**src/rtl/fir_sweep_pkg.sv**
```systemverilog
// fir_sweep_pkg: shared state encoding and sizing helper for the FIR frequency sweeper
package fir_sweep_pkg;

    typedef enum logic [2:0] {
        IDLE,
        SETTLE,
        MEASURE,
        STORE,
        DONE
    } sweep_state_t;

    function automatic int cnt_w(input int n);
        return n > 1 ? $clog2(n) : 1;
    endfunction

endpackage

```
**src/rtl/peak_abs_tracker.sv**
```systemverilog
// peak_abs_tracker: running maximum of saturated |sample|, clearable
module peak_abs_tracker #(
    parameter int DATA_W = 16
) (
    input  logic                     clk,
    input  logic                     reset,
    input  logic                     clear,
    input  logic                     update,
    input  logic signed [DATA_W-1:0] sample,
    output logic        [DATA_W-1:0] peak
);

    localparam logic signed [DATA_W-1:0] S_MIN   = {1'b1, {(DATA_W-1){1'b0}}};
    localparam logic        [DATA_W-1:0] POS_MAX = {1'b0, {(DATA_W-1){1'b1}}};

    // Most-negative input has no positive twin, so it clamps to the largest positive.
    function automatic logic [DATA_W-1:0] abs_sat(input logic signed [DATA_W-1:0] x);
        return x == S_MIN ? POS_MAX : (x[DATA_W-1] ? -x : x);
    endfunction

    logic [DATA_W-1:0] mag;

    assign mag = abs_sat(sample);

    always_ff @(posedge clk) begin
        if (reset)
            peak <= '0;
        else
            peak <= clear ? '0 : (update && mag > peak) ? mag : peak;
    end

endmodule

```
**src/rtl/fir_sweep_analyzer.sv**
```systemverilog
// fir_sweep_analyzer: steps sine FCW across points, records peak |FIR output| per point
module fir_sweep_analyzer
    import fir_sweep_pkg::*;
#(
    parameter int DATA_W         = 16,
    parameter int FCW_W          = 16,
    parameter int NUM_POINTS     = 16,
    parameter int SETTLE_PERIODS = 4,
    parameter int MEAS_PERIODS   = 2,
    parameter int ADDR_W         = $clog2(NUM_POINTS)
) (
    input  logic                     clk,
    input  logic                     reset,
    input  logic                     start,
    input  logic        [FCW_W-1:0]  fcw_start,
    input  logic        [FCW_W-1:0]  fcw_step,
    output logic                     gen_enable,
    output logic        [FCW_W-1:0]  fcw,
    input  logic                     phase_wrap,
    input  logic signed [DATA_W-1:0] sample,
    output logic                     busy,
    output logic                     done,
    input  logic        [ADDR_W-1:0] rd_addr,
    output logic        [DATA_W-1:0] rd_data
);

    localparam int                 MAXP        = SETTLE_PERIODS > MEAS_PERIODS ? SETTLE_PERIODS : MEAS_PERIODS;
    localparam int                 CNT_W       = cnt_w(MAXP);
    localparam logic [CNT_W-1:0]   SETTLE_LAST = CNT_W'(SETTLE_PERIODS - 1);
    localparam logic [CNT_W-1:0]   MEAS_LAST   = CNT_W'(MEAS_PERIODS - 1);
    localparam logic [ADDR_W-1:0]  LAST_PT     = ADDR_W'(NUM_POINTS - 1);
    localparam logic [ADDR_W:0]    NP          = (ADDR_W + 1)'(NUM_POINTS);

    sweep_state_t      state, state_n;
    logic [ADDR_W-1:0] point;
    logic [CNT_W-1:0]  cnt;
    logic [FCW_W-1:0]  step_r;
    logic [DATA_W-1:0] peak;
    logic [DATA_W-1:0] mem [NUM_POINTS];
    logic              clear, update, store_en, last_pt, settle_end, meas_end;

    assign last_pt    = point == LAST_PT;
    assign settle_end = phase_wrap && cnt == SETTLE_LAST;
    assign meas_end   = phase_wrap && cnt == MEAS_LAST;

    always_ff @(posedge clk) begin
        if (reset)
            state <= IDLE;
        else
            state <= state_n;
    end

    always_comb begin
        state_n    = state;
        busy       = state != IDLE;
        gen_enable = state == SETTLE || state == MEASURE || state == STORE;
        done       = state == DONE;
        clear      = state == SETTLE && settle_end;
        update     = state == MEASURE;
        store_en   = state == STORE;
        case (state)
            IDLE:    state_n = start ? SETTLE : IDLE;
            SETTLE:  state_n = settle_end ? MEASURE : SETTLE;
            MEASURE: state_n = meas_end ? STORE : MEASURE;
            STORE:   state_n = last_pt ? DONE : SETTLE;
            DONE:    state_n = IDLE;
            default: state_n = IDLE;
        endcase
    end

    always_ff @(posedge clk) begin
        if (reset) begin
            point  <= '0;
            fcw    <= '0;
            step_r <= '0;
            cnt    <= '0;
        end else begin
            if (state == IDLE && start) begin
                point  <= '0;
                fcw    <= fcw_start;
                step_r <= fcw_step;
            end
            if (store_en && !last_pt) begin
                point <= point + 1'b1;
                fcw   <= fcw + step_r;
            end
            if (state == IDLE || store_en)
                cnt <= '0;
            else if (state == SETTLE && phase_wrap)
                cnt <= settle_end ? '0 : cnt + 1'b1;
            else if (state == MEASURE && phase_wrap)
                cnt <= meas_end ? '0 : cnt + 1'b1;
        end
    end

    peak_abs_tracker #(.DATA_W(DATA_W)) u_peak (
        .clk    (clk),
        .reset  (reset),
        .clear  (clear),
        .update (update),
        .sample (sample),
        .peak   (peak)
    );

    // Result buffer is deliberately unreset so earlier sweeps survive a reset.
    always_ff @(posedge clk) begin
        if (store_en && !reset)
            mem[point] <= peak;
    end

    always_ff @(posedge clk) begin
        if (reset)
            rd_data <= '0;
        else
            rd_data <= {1'b0, rd_addr} < NP ? mem[rd_addr] : '0;
    end

endmodule

```
**config.mk**
```make
export PLATFORM = sky130hd
export DESIGN_NAME = fir_sweep_analyzer
export DESIGN_NICKNAME = d
export VERILOG_FILES = /design/src/rtl/fir_sweep_pkg.sv /design/src/rtl/peak_abs_tracker.sv /design/src/rtl/fir_sweep_analyzer.sv
export SDC_FILE = /design/constraint.sdc
export NUM_CORES = 1
export LEC_CHECK = 0
export CAP_MARGIN = 40
export CELL_PAD_IN_SITES_DETAIL_PLACEMENT = 1
export CELL_PAD_IN_SITES_GLOBAL_PLACEMENT = 2
export CORE_MARGIN = 4
export CORE_UTILIZATION = 39
export CTS_BUF_LIST = sky130_fd_sc_hd__clkbuf_8
export DETAILED_ROUTE_END_ITERATION = 8
export MAX_ROUTING_LAYER = met4
export PLACE_DENSITY_LB_ADDON = 0.1
export RECOVER_POWER = 25
export SYNTH_ARGS = -nofsm -noshare
export SYNTH_HDL_FRONTEND = slang
export SYNTH_SLANG_ARGS = --single-unit
```
**constraint.sdc**
```tcl
create_clock -name clk -period 4.65 [get_ports clk]
set_input_delay 0.465 -clock clk [delete_from_list [all_inputs] [get_ports clk]]
set_output_delay 0.465 -clock clk [all_outputs]
set_load 0.05 [all_outputs]
```
==> results.cfg, run 1 <==
[cts]
post_cts_buffers = 0
cts_max_path_buffers = 3
clk_pin_slew_ns = 0.06
root_buffer = clkbuf_8
insertion_delay_ns = 0.61
ctsHoldBuffers = 0
cts_buffers = 54
htree_levels = 2
cts_tree = yes
ctsResizeCount = 0
cts.sinks = 329

[die]
die_w_um = 198
start_util = 0.396
fp.dieH_um = 198
pin_count = 91
coreArea_mm2 = 0.0356
dieArea_mm2 = 0.0392
rows = 69

[yosys]
yosys-top-cells-area = edfxtp_1 55%, mux4_2 13%, dfxtp_1 10%
mappedNetlistArea_mm2 = 0.0141
synth-seq-cells = 329
async_reset_ff_frac = 0
synthTopCellsByCount = 256 x edfxtp_1, 95 x nand2_1, 80 x mux4_2
ys_seq_area_frac = 0.649
netlist.area_leader.share = 0.545
synth_ff_type = edfxtp_1
syn-mean-instance-area_um2 = 15.3
yosysMostFrequentCell = edfxtp_1
synth_cell_types = 67
yosys.area.top_type = edfxtp_1
synth_fp_nets = 1015
synth_edf_count = 256
synthCells = 919
yosys_warnings = 0

[placed_design]
port_buffers = 90
hpwl_um = 22100
gp_congestion = 0.781

[critical_path]
cp.arrival_ns = 4.08
critical_path_required_ns = 5.09
criticalPathCategory = in2reg
cp_max_fo = 15
end_kind = flop
start_kind = input pin

[outcome]
status = finished, final reports clean

[global_routing]
grt_max_degree = 59
antenna_found_initial = 0
gr-usage-all-layers = 0.187
grt_pass1_wl_um = 54400
grt_overflow = 0
grt_pass1_vias = 8993

[finish]
num_antenna_cells = 0
area_growth_pct = 18.2
final_nets = 1148
final_util = 0.468
drive_gt1_frac = 0.195

[sta]
worst_pin_slew_ns = 0.827
rsz0062_at_grt = false
layout_min_cycle_time_ns = 3.63
skew_ns = 0.0192
finalCritPeriodShare = 0.781
setup_viol = 0
fin_tns_setup_ns = 0
fmax_mhz = 275
maxSlewViolCount = 0
hold_viol = 0
slew_headroom = 0.446

[hold_path]
hp-class = in2reg

[power]
clkPwrFrac = 0.394
swShare = 0.235
leakage_nw = 5.83
p_per_area_mw_per_mm2 = 363
seq_power_share = 0.524
ir_drop_v = 0.000192
comb_power_share = 0.082
p_sw_mw = 1.42
p_int_mw = 4.63

[route]
antenna_left = 0
via_count = 8450
wl_per_cell_um = 22.5
drc = 0
drtIter0Drc = 495
via_per_inst = 5.43
routed_wl_um = 34900
drtPass1Iterations = 4

[job]
maxCapViolCount = 0
[cell families (layout without fill, tap and decap cells)]
group	after synthesis	in the layout	share of synthesized area
mux	83	83	0.130
xor+xnor	14	14	0.00870
simple gates	224	224	0.0781
compound gates	151	151	0.0722
buf+inv	78	253	0.0260
fa+ha+maj	40	40	0.0360
flops	329	329	0.649
[power by group through the flow]
| stage | registers [mW] | logic, mW | clock network, mW |
|---|---|---|---|
| 2_1_floorplan | 3.29 | 0.268 | 0 |
| 3_3_place_gp | 3.23 | 0.498 | 0 |
| 3_5_place_dp | 3.23 | 0.502 | 0 |
| 4_1_cts | 3.17 | 0.504 | 2.48 |
| 5_1_grt | 3.17 | 0.544 | 2.61 |
| 6_report | 3.17 | 0.495 | 2.39 |
[sequential cells by signal (all words and copies together), names as in the netlist]
register / count
u_peak.peak: 16
cnt: 2
point: 4
rd_data: 16
state: 3
fcw: 16
mem: 256
step_r: 16
[per-stage QoR]
stage          area, µm²  instances  setup WS, ns  total power [mW]  hold slack [ns]
6_report           16700       1555          1.02              6.06            0.406
5_1_grt            16700       1555         0.746              6.33            0.380
4_1_cts            16700       1555          1.06              6.16            0.345
3_5_place_dp       15600       1457         0.387              3.74            0.455
3_3_place_gp       15600       1455         0.489              3.73            0.454
2_1_floorplan      14100        919          1.26              3.56            0.440
[placed cells by master, fill, tap and decap left out, types with 15 or more instances in the layout]
master	count
a21oi_1	52
a311oi_1	15
buf_4	31
clkbuf_8	58
clkdlybuf4s50_1	87
dfxtp_1	73
edfxtp_1	256
ha_1	39
inv_1	49
mux4_2	80
nand2_1	95
nor2_1	29
nor2b_1	19
[worst max-delay path, stage by stage]
cell and delay, ns:
clkdlybuf4s50_1 0.51, or4_4 0.61, o41a_1 0.41, a311oi_1 0.26
a21oi_1 0.10, ha_1 0.31, nand4_1 0.11, nor4_1 0.38
a21bo_1 0.27, o2111a_1 0.15, nor2_4 0.33, a311oi_1 0.16
[routing by layer]
metal | up-vias | global-route usage | part of all wire
li1 | 3875 | - | -
met4 | 0 | 0.0482 | 0.018
met5 | - | - | 0
met2 | 175 | 0.296 | 0.49
met1 | 4342 | 0.255 | 0.46
met3 | 58 | 0.0327 | 0.041
[path summary, 6_finish.rpt]
check	start	endpoint	slack, ns	cells past startpoint
hold / removal	fcw_step[11]	step_r[11]$_SDFFE_PP0P_	0.41	3
setup reg to reg	u_peak.peak[9]$_SDFFE_PP0P_	u_peak.peak[4]$_SDFFE_PP0P_	1.76	8
hold reg to reg	step_r[12]$_SDFFE_PP0P_	step_r[12]$_SDFFE_PP0P_	0.46	2
setup / recovery	sample[2]	u_peak.peak[4]$_SDFFE_PP0P_	1.02	12
[final cells by class]
class / instances / area (µm²)
Clock buffer: 58 / 798
Clock inverter: 40 / 215
Fill cell: 3587 / 18900
Inverter: 32 / 120
Multi-Input combinational cell: 512 / 4630
Sequential cell: 329 / 9150
Tap cell: 461 / 577
Timing Repair Buffer: 123 / 1170
No activity file was read; power rests on OpenSTA's default activity.
==> inputs of run 2 (changes only) <==
==> constraint.sdc (replaced) <==
create_clock -name clk -period 3.6 [get_ports clk]
set_input_delay 0.36 -clock clk [delete_from_list [all_inputs] [get_ports clk]]
set_output_delay 0.36 -clock clk [all_outputs]
set_load 0.05 [all_outputs]
==> run 2 against run 1 <==
  * Hold slack worse by 0.11 ns
  * Routed wire length down 1.0%
  * First-iteration DRC count down 7.3%
  * Utilization up 1.1 points
  * Final area up 2.3%
  * Sequential cell count unchanged
  * Largest cell class unchanged
  * Highest routed layer unchanged
==> results.cfg, run 2 (synthesis gave the netlist of run 1 again) <==
[placed_design]
port_buffers = 90
hpwl_um = 22800
gp_congestion = 0.809

[die]
pin_count = 91
rows = 69
fp.dieH_um = 198
coreArea_mm2 = 0.0356
dieArea_mm2 = 0.0392
start_util = 0.396
die_w_um = 198

[power]
finalPower_mw = 7.97
leakage_nw = 6.05
ir_drop_v = 0.000368
p_per_area_mw_per_mm2 = 468

[sta]
fmax_mhz = 303
timing.hold.ws_ns = 0.299
worst_pin_slew_ns = 1.03
slew_headroom = 0.311
rsz0062_at_grt = false
skew_ns = 0.0231
fin_tns_setup_ns = 0
setup_viol = 0
hold_viol = 0
finalCritPeriodShare = 0.916
maxSlewViolCount = 0
layout_min_cycle_time_ns = 3.30

[finish]
layout_commonest_cell = edfxtp_1
final_cell_mix = 256 x edfxtp_1, 95 x nand2_1, 87 x clkdlybuf4s50_1
final_nets = 1191
area_growth_pct = 21.0
fillers = 3589
top_register = mem
final_util = 0.479
drive_gt1_frac = 0.220
largest_reg_flops = 256
num_antenna_cells = 0

[job]
maxCapViolCount = 0

[route]
via_per_inst = 5.33
drc = 0
wl_per_cell_um = 21.6
antenna_left = 0
via_count = 8520
drtPass1Iterations = 5
routed_wl_um = 34600
drtIter0Drc = 459

[global_routing]
grt_overflow = 0
busiest_layer = met2
gr-usage-all-layers = 0.184
met1_usage = 0.250
grt_max_degree = 59
grt_pass1_wl_um = 53900
antenna_found_initial = 0
grtUsageMet3 = 0.0328
grt_pass1_vias = 9133
grt.met2_usage = 0.294

[cts]
root_buffer = clkbuf_8
ctsHoldBuffers = 0
cts_tree = yes
clk_pin_slew_ns = 0.06
htree_levels = 2
ctsResizeCount = 0
cts_buffers = 54
insertion_delay_ns = 0.61
cts_max_path_buffers = 3
post_cts_buffers = 0
cts.sinks = 329

[hold_path]
min_from = fcw_step[5]
hp-class = in2reg
holdPathEnd = step_r[5]$_SDFFE_PP0P_
min_path_cells = 3

[critical_path]
end_kind = flop
start_kind = input pin
cp.arrival_ns = 3.81
crit-reg2reg-launch = u_peak.peak[10]$_SDFFE_PP0P_
r2r_slack_ns = 0.65
criticalPathCategory = in2reg
r2r_cells = 10
r2r-end = u_peak.peak[4]$_SDFFE_PP0P_
cp_max_fo = 11
critical_path_required_ns = 4.11

[outcome]
status = finished, final reports clean
[run 2: changes by cell type in the layout (fill, tap and decap cells not counted), moves of 2 or more]
cell and delta:
buf_4 +32, clkbuf_1 +8, clkinv_2 -2, clkbuf_8 +4
buf_12 +4
[run 2: worst max-delay path by stage]
stage / to / depth (start not counted) / startpoint
3_5_place_dp: u_peak.peak[2]$_SDFFE_PP0P_ / 13 / sample[2]
5_1_grt: u_peak.peak[3]$_SDFFE_PP0P_ / 13 / sample[2]
4_1_cts: u_peak.peak[2]$_SDFFE_PP0P_ / 13 / sample[2]
2_1_floorplan: u_peak.peak[0]$_SDFFE_PP0P_ / 12 / sample[8]
6_report: u_peak.peak[4]$_SDFFE_PP0P_ / 13 / sample[2]
3_3_place_gp: u_peak.peak[3]$_SDFFE_PP0P_ / 13 / sample[8]
[run 2: critical path, stage by stage]
cell and delay [ns]:
clkdlybuf4s50_1 0.43, or4_4 0.58, o41a_1 0.41, a311oi_1 0.25, a21oi_1 0.10, ha_1 0.30
nand4_1 0.10, nor4_1 0.36, a21bo_1 0.26, o2111ai_1 0.12, buf_12 0.18, a21oi_1 0.07
a311oi_1 0.27
[run 2: stage by stage]
stage	setup WS, ns	area, µm²	cells
floorplan	0.312	14100	919
global placement	-0.211	16000	1499
detailed placement	-0.298	16000	1500
CTS	0.353	17100	1600
global route	0.0742	17100	1600
finish	0.301	17100	1600
[run 2: report_power, final]
group	switching (mW)	internal (mW)
sequential	0.0231	4.07
combinational	0.359	0.318
clock	1.47	1.72
total	1.86	6.12
[run 2: final cells by class]
cell class,count,area (µm²),area share
Sequential cell,329,9150,0.537
Multi-Input combinational cell,512,4630,0.272
Timing Repair Buffer,166,1500,0.0879
Clock buffer,62,853,0.0500
Tap cell,461,577,0.0338
Clock inverter,38,221,0.0130
Inverter,32,120,0.00704
[run 2: layer usage]
layer | part of all wire | up-vias
met2 | 0.48 | 166
met3 | 0.038 | 50
li1 | - | 3961
met1 | 0.46 | 4343
met5 | 0 | -
met4 | 0.018 | 0
==> inputs of run 3 (changes only) <==
--- a/config.mk
+++ b/config.mk
@@ -8,8 +8,9 @@
 export CAP_MARGIN = 40
 export CELL_PAD_IN_SITES_DETAIL_PLACEMENT = 1
 export CELL_PAD_IN_SITES_GLOBAL_PLACEMENT = 2
+export CORE_ASPECT_RATIO = 1.25
 export CORE_MARGIN = 4
-export CORE_UTILIZATION = 39
+export CORE_UTILIZATION = 35
 export CTS_BUF_LIST = sky130_fd_sc_hd__clkbuf_8
 export DETAILED_ROUTE_END_ITERATION = 8
 export MAX_ROUTING_LAYER = met4
==> run 3 against run 2 <==
  * Setup slack worse by 0.0074 ns
  * Maximum frequency is 0.22% lower
  * Die area is 11% higher
  * Routed wire length is 4.2% higher
  * Hold slack better by 0.0091 ns
  * Clock-buffer cell count is 7 lower
  * Utilization is 4.7 points lower
==> results.cfg, run 3 (synthesis gave the netlist of run 1 again) <==
[route]
wl_per_cell_um = 21.9
via_per_inst = 5.20
drtPass1Iterations = 4
drc = 0
via_count = 8533
drtIter0Drc = 590
antenna_left = 0
routed_wl_um = 36000

[global_routing]
grt_overflow = 0
grt_pass1_vias = 9298
gr-usage-all-layers = 0.172
grt_pass1_wl_um = 56100
antenna_found_initial = 0
grt_max_degree = 65

[job]
maxCapViolCount = 0

[die]
dieArea_mm2 = 0.0436
pin_count = 91
die_w_um = 187
start_util = 0.358
coreArea_mm2 = 0.0394
rows = 81
fp.dieH_um = 232

[finish]
largest_reg_flops = 256
final_cell_mix = 256 x edfxtp_1, 95 x nand2_1, 87 x clkdlybuf4s50_1
num_antenna_cells = 0
regArea_mm2 = 0.00915
layout_commonest_cell = edfxtp_1
fillers = 3979
area_growth_pct = 21.0
final_nets = 1199
multiInputGateArea_mm2 = 0.00463
drive_gt1_frac = 0.219
final_util = 0.433
top_register = mem

[critical_path]
critical_path_required_ns = 4.10
r2r_cells = 10
end_kind = flop
criticalPathCategory = in2reg
start_kind = input pin
max_stage_delay_ns = 0.56
cp_max_fo = 12
slowest_stage = or4_4
crit_chain = clkdlybuf4s50_1 -> or4_4 -> o41a_1 -> a311oi_1 -> a21oi_1 -> ha_1 -> nand4_1 -> nor4_1 -> a21bo_1 -> o2111ai_1 -> buf_12 -> a21oi_1 -> a311oi_1
cp.arrival_ns = 3.81

[sta]
skew_ns = 0.0255
maxSlewViolCount = 0
timing.hold.ws_ns = 0.308
worst_pin_slew_ns = 0.878
layout_min_cycle_time_ns = 3.31
finalCritPeriodShare = 0.919
hold_viol = 0
setup_viol = 0
rsz0062_at_grt = false
slew_headroom = 0.415
fmax_mhz = 302

[cts]
cts_max_path_buffers = 3
cts_buffers = 53
insertion_delay_ns = 0.61
htree_levels = 2
ctsResizeCount = 0
ctsHoldBuffers = 0
clk_pin_slew_ns = 0.06
post_cts_buffers = 0
cts.sinks = 329
root_buffer = clkbuf_8
cts_tree = yes

[placed_design]
gp_congestion = 0.765
port_buffers = 90
hpwl_um = 22200

[hold_path]
hp-class = in2reg
min_path_cells = 3

[power]
leakage_nw = 6.03
p_per_area_mw_per_mm2 = 454
ir_drop_v = 0.000255

[outcome]
status = finished, final reports clean
## run 3: path summary, 6_finish.rpt
kind | slack (ns) | startpoint | to
worst max-delay path | 0.29 | sample[8] | u_peak.peak[3]$_SDFFE_PP0P_
worst min-delay path | 0.31 | fcw_step[0] | step_r[0]$_SDFFE_PP0P_
worst max register to register | 0.62 | u_peak.peak[10]$_SDFFE_PP0P_ | u_peak.peak[3]$_SDFFE_PP0P_
worst min register to register | 0.47 | step_r[9]$_SDFFE_PP0P_ | step_r[9]$_SDFFE_PP0P_
## run 3: layout make-up
type,count,share of cell area
multi-input combinational,512,0.272
inverter,32,0.00704
sequential,329,0.536
clock buffer,55,0.0444
tap,498,0.0365
clock inverter,41,0.0118
timing repair buffer,175,0.0924
## run 3: routing by layer
metal,share of wire,up-vias,track usage
li1,-,3972,-
met1,0.44,4370,0.218
met2,0.51,148,0.295
met3,0.036,43,0.0243
met4,0.015,0,0.0418
met5,0,-,-
## run 3: per-stage QoR
stage	cell area [µm²]	instances	TNS [ns]	total power [mW]	setup WS [ns]
6_report	17100	1642	0	7.74	0.293
5_1_grt	17100	1642	0	8.11	0.0381
4_1_cts	17100	1642	0	7.87	0.276
3_5_place_dp	16100	1546	-5.75	4.87	-0.372
3_3_place_gp	16100	1546	-5.26	4.87	-0.341
2_1_floorplan	14100	919	0	4.60	0.312
## run 3: power by group
group	total, mW	switching [mW]	internal, mW
logic	0.677	0.358	0.319
registers	4.10	0.0232	4.07
clock network	2.97	1.48	1.49
## run 3: worst max-delay path, delay by kind of cell
kind,cells,cell delay [ns]
fa+ha+maj,1,0.31
buf+inv,2,0.60
compound gates,7,1.52
simple gates,3,1.01
